--- src/rtl/fbw_sink.sv ---
// Frame-buffer write sink: double-banked line buffer, row copy into frame memory, frame swap arbitration.
// Optional drop statistics enabled by defining FBW_SINK_STATS_EN.
module fbw_sink #(
    parameter int N_ROWS     = 64,
    parameter int N_COLS     = 64,
    parameter int BITDEPTH   = 24,
    parameter int LOG_N_ROWS = $clog2(N_ROWS),
    parameter int LOG_N_COLS = $clog2(N_COLS)
) (
    input  logic                             clk,
    input  logic                             rst,
    input  logic [LOG_N_ROWS-1:0]            fbw_row_addr,
    input  logic                             fbw_row_store,
    output logic                             fbw_row_rdy,
    input  logic                             fbw_row_swap,
    input  logic [BITDEPTH-1:0]              fbw_data,
    input  logic [LOG_N_COLS-1:0]            fbw_col_addr,
    input  logic                             fbw_wren,
    input  logic                             frame_swap,
    output logic                             frame_rdy,
    output logic [LOG_N_ROWS+LOG_N_COLS:0]   fm_addr,
    output logic [BITDEPTH-1:0]              fm_data,
    output logic                             fm_valid,
    input  logic                             fm_ready,
    output logic                             disp_swap_req,
    input  logic                             disp_swap_ack,
    output logic                             disp_frame
`ifdef FBW_SINK_STATS_EN
    ,
    input  logic                             stat_clr,
    output logic [7:0]                       stat_drops
`endif
);

    localparam logic [LOG_N_COLS-1:0] LAST_COL = LOG_N_COLS'(N_COLS - 1);

    typedef enum logic [1:0] {
        S_IDLE,
        S_FETCH,
        S_PUSH
    } state_t;

    state_t state, state_nx;

    logic [BITDEPTH-1:0]   lbuf [2*N_COLS];
    logic                  wb;
    logic                  cp_bank;
    logic [LOG_N_ROWS-1:0] cp_row;
    logic [LOG_N_COLS-1:0] cp_col;
    logic                  wr_frame;
    logic                  swap_pending;
    logic                  row_acc;
    logic                  swap_acc;
    logic                  beat_done;
    logic                  last_col;

    assign fbw_row_rdy = (state == S_IDLE) && !swap_pending;
    assign frame_rdy   = !swap_pending;
    assign row_acc     = fbw_row_store && fbw_row_rdy;
    assign swap_acc    = frame_swap && frame_rdy;
    assign last_col    = (cp_col == LAST_COL);
    assign beat_done   = fm_valid && fm_ready;
    assign fm_addr     = {wr_frame, cp_row, cp_col};
    assign disp_frame  = ~wr_frame;

    // Producer writes are never blocked; contents need no reset.
    always_ff @(posedge clk) begin
        if (fbw_wren)
            lbuf[{wb, fbw_col_addr}] <= fbw_data;
    end

    always_ff @(posedge clk) begin
        if (rst)
            state <= S_IDLE;
        else
            state <= state_nx;
    end

    always_comb begin
        state_nx = state;
        fm_valid = 1'b0;
        case (state)
            S_IDLE:  if (row_acc) state_nx = S_FETCH;
            S_FETCH: state_nx = S_PUSH;
            S_PUSH: begin
                fm_valid = 1'b1;
                if (fm_ready)
                    state_nx = last_col ? S_IDLE : S_FETCH;
            end
            default: state_nx = S_IDLE;
        endcase
    end

    always_ff @(posedge clk) begin
        if (rst) begin
            wb            <= 1'b0;
            cp_bank       <= 1'b0;
            cp_row        <= '0;
            cp_col        <= '0;
            fm_data       <= '0;
            wr_frame      <= 1'b0;
            swap_pending  <= 1'b0;
            disp_swap_req <= 1'b0;
        end else begin
            if (row_acc) begin
                cp_row  <= fbw_row_addr;
                cp_bank <= wb;
                cp_col  <= '0;
                if (fbw_row_swap)
                    wb <= ~wb;
            end else if (beat_done && !last_col) begin
                cp_col <= cp_col + LOG_N_COLS'(1);
            end

            // fm_data only changes in FETCH, so it stays stable across PUSH stalls.
            if (state == S_FETCH)
                fm_data <= lbuf[{cp_bank, cp_col}];

            if (swap_acc)
                swap_pending <= 1'b1;

            // A pending swap waits for any in-flight copy so it lands in the old frame.
            if (disp_swap_req && disp_swap_ack) begin
                wr_frame      <= ~wr_frame;
                disp_swap_req <= 1'b0;
                swap_pending  <= 1'b0;
            end else if (swap_pending && state == S_IDLE) begin
                disp_swap_req <= 1'b1;
            end
        end
    end

`ifdef FBW_SINK_STATS_EN
    logic drop;
    assign drop = (fbw_row_store && !fbw_row_rdy) || (frame_swap && !frame_rdy);

    always_ff @(posedge clk) begin
        if (rst || stat_clr)
            stat_drops <= '0;
        else if (drop && stat_drops != 8'hFF)
            stat_drops <= stat_drops + 8'd1;
    end
`endif

endmodule

--- config.mk ---
export PLATFORM = sky130hd
export DESIGN_NAME = fbw_sink
export DESIGN_NICKNAME = d
export VERILOG_FILES = /design/src/rtl/fbw_sink.sv
export SDC_FILE = /design/constraint.sdc
export NUM_CORES = 2
export LEC_CHECK = 0
export CAP_MARGIN = 25
export CELL_PAD_IN_SITES_DETAIL_PLACEMENT = 1
export CELL_PAD_IN_SITES_GLOBAL_PLACEMENT = 2
export CORE_AREA = 2 2 565 567
export CTS_CLUSTER_SIZE = 8
export DETAILED_ROUTE_END_ITERATION = 10
export DIE_AREA = 0 0 567 569
export PLACE_DENSITY_LB_ADDON = 0.12
export SETUP_SLACK_MARGIN = 0.3
export SLEW_MARGIN = 30
export SYNTH_ARGS = -nofsm -noshare
export SYNTH_HDL_FRONTEND = slang
export SYNTH_SLANG_ARGS = --single-unit
--- constraint.sdc ---
create_clock -name clk -period 8.6 [get_ports clk]
set_input_delay 1.72 -clock clk [delete_from_list [all_inputs] [get_ports clk]]
set_output_delay 1.72 -clock clk [all_outputs]
set_load 0.01 [all_outputs]
==> impl_metrics.toml <==
[synth]
yosys.area.top_type = "edfxtp_1"
synth_edf_count = 3072
yosys_most_used_dff = "edfxtp_1"
synth_top_area_share_pct = 76.9
ys_seq_elements = 3115
synth_area_leaders = "edfxtp_1 (77%), mux4_2 (10%), mux2i_1 (4.9%)"
synthTopCellsByCount = "edfxtp_1 (3,072), mux2i_1 (582), mux4_2 (536), nor2_1 (152), a22oi_1 (141)"
synth_top_family_by_area = "multiplexers"
yosysSeqAreaShare_pct = 77.6
synthSimpleGateAreaFrac_pct = 1.97
synth_most_common_cell = "edfxtp_1"
muxShareOfSynthArea_pct = 15.4
synthCells = 5693
synthXorXnorAreaFrac_pct = 0.0511
syn_nets = 5738
synth_area_mm2 = 0.120
synth_cell_types = 63
async_flop_share_pct = 0
synth_compound_area_share_pct = 3.33
synthAdderAreaFrac_pct = 0.0104
ys_warn_count = 0
syn_avg_cell_area_um2 = 21.1

[layout]
multi_input_area_mm2 = 0.0256
final_area_mm2 = 0.139
drive_gt1_share_pct = 23.7
regArea_mm2 = 0.0931
nFillCells = 29000
layout.nets = 6172
syn2layout_area_growth_pct = 15.7

[cts]
clkSinkCount = 3115
clk_pin_slew_ns = 0.05
holdBufCountCts = 0
cts_resized = 0
cts_tree = "built"
clk-insertion-delay-late_ns = 0.98
clk_path_buf_depth = 4
ctsHtreeMaxLevel = 5
post_cts_buffers = 0
numCtsBuffers = 428
cts_root_buf = "clkbuf_16"

[floorplan]
die_w_um = 567
dieHeight_um = 569
fp.dieArea_mm2 = 0.323
io_pins = 86
row_count = 207
core-area_mm2 = 0.317
start_util_pct = 37.9

[worst_setup_path]
crit_path_start_kind = "register"
crit_arrival_ns = 5.80
critPathMaxFanout = 37
critPathKind = "reg -> reg"
critPathCaptureType = "register"
required_ns = 9.40

[sta]
hold_viol = 0
fmax_mhz = 200
tns_ns = 0
finalCritPeriodShare_pct = 58.2
setup_viol = 0
fin_ws_ns = 3.59
rsz0062_at_grt = "no"
report.final.slew_viol_count = 0
slew_headroom_pct = 23.3
period_needed_ns = 5.01
tightest_slew_ns = 1.15
clock-skew-final_ns = 0.0698

[drt]
wl_per_cell_um = 37.7
vias = 60600
final_antenna_net_count = 0
dr.pass1.iters = 5
drtIter0Drc = 6673
postRouteWirelength_um = 394000
via_per_inst = 5.81
remaining_drc_errors = 0

[worst_hold_path]
min_path_type = "reg -> reg"

[grt]
antenna_found_initial = 31
grtUsageTotal_pct = 24.2
grt_pass1_wl_um = 540000
overflow = 0
grt_pass1_vias = 62900
grt_max_degree = 104

[flow_run]
maxCapViolCount = 0

[placed_design]
place_ws_ns = 3.30
place_area_mm2 = 0.127
place_congestion = 0.840
portBuffers = 85
dp_hpwl_um = 242000

[pwr]
powerDensity_mw_per_mm2 = 236
power.leakage_nw = 41.1
peakVddDrop_mv = 0.162

[outcome]
status = "finished, final reports clean"
==> kinds of logic (layout without fill, tap and decap cells) <==
| logic type | count (synthesis) | count (layout) |
|---|---|---|
| DFF | 3115 | 3115 |
| muxes | 1156 | 1156 |
| AOI/OAI and AO/OA | 567 | 567 |
| and+or+nand+nor | 511 | 511 |
| buffers and inverters | 336 | 892 |
| xor gates and xnor gates | 7 | 7 |
| adders and majority gates | 1 | 1 |
| other | 0 | 9 |
==> stage by stage <==
stage	hold WS [ns]	std cells	util (%)	power, mW
final	0.462	10400	43.8	32.8
after global routing	0.486	10400	43.8	33.6
after CTS	0.463	10400	43.7	33.1
after detailed placement	0.456	9871	40.1	17.8
after global placement	0.444	9860	40.0	17.8
after floorplan	0.470	5693	-	17.3
==> worst paths after layout <==
path | startpoint | end | slack, ns | cells after the start
hold / removal | cp_row[1]$_SDFFE_PP0P_ | cp_row[1]$_SDFFE_PP0P_ | 0.46 | 2
setup reg to reg | cp_col[0]$_SDFFE_PP0P_ | fm_data[4]$_SDFFE_PP0N_ | 3.59 | 9
hold reg to reg | cp_row[1]$_SDFFE_PP0P_ | cp_row[1]$_SDFFE_PP0P_ | 0.46 | 2
setup / recovery | cp_col[0]$_SDFFE_PP0P_ | fm_data[4]$_SDFFE_PP0N_ | 3.59 | 9
==> area by class of cell <==
type	instances	area share, %
diodes	9	0.0162
clock buffers	523	7.99
clock inverters	29	0.424
inverters	7	0.0198
multi-input cells	2242	18.4
flip-flops and latches	3115	67.1
well taps	4180	3.77
repair buffers	333	2.23
==> cells in the final DEF (no fill, tap or decap), drive strengths merged, types with 17 or more instances in the layout <==
master         Yosys  layout
nor2             154     154
clkdlybuf4s50      0      61
nand4             31      31
dfxtp             43      43
a22oi            141     141
mux2i            582     582
o221ai            41      41
a211oi            46      46
mux2              32      32
a221oi            37      37
a21oi            105     105
inv                7      18
a22o              21      21
buf              230     272
clkinv             0      17
o22ai             84      84
nand3             92      92
edfxtp          3072    3072
nand2            132     132
clkbuf            99     523
mux4             542     542
o21ai             37      37
nor3              31      31
nor2b             21      21
==> state kept, by name, indices dropped and copies added (netlist names) <==
name / cells
lbuf: 3072
fm_data: 24
cp_col: 6
cp_row: 6
state: 2
cp_bank: 1
disp_swap_req: 1
swap_pending: 1
wb: 1
wr_frame: 1
==> report_power, final <==
group	switching (mW)	internal [mW]	total (mW)
clock	6.29	8.96	15.2
sequential	0.0309	16.7	16.8
combinational	0.580	0.164	0.744
total	6.90	25.9	32.8
==> routing by layer <==
| metal | up-vias | global-route usage, % | part of all wire [%] |
|---|---|---|---|
| li1 | 24600 | - | - |
| met1 | 33600 | 33.7 | 43 |
| met2 | 1954 | 40.0 | 49 |
| met3 | 501 | 3.65 | 5.9 |
| met4 | 6 | 6.02 | 2.5 |
| met5 | - | 0 | 0.0094 |
==> critical path, cell delays in order, from the launching register on <==
cell	delay, ns
dfxtp_4	0.75
buf_4	0.79
buf_4	0.55
mux4_2	0.56
a22o_1	0.24
o21ai_0	0.80
o21ai_0	0.41
buf_4	0.25
a211oi_1	0.25
a211oi_1	0.07
(Power assumes the default switching activity.)
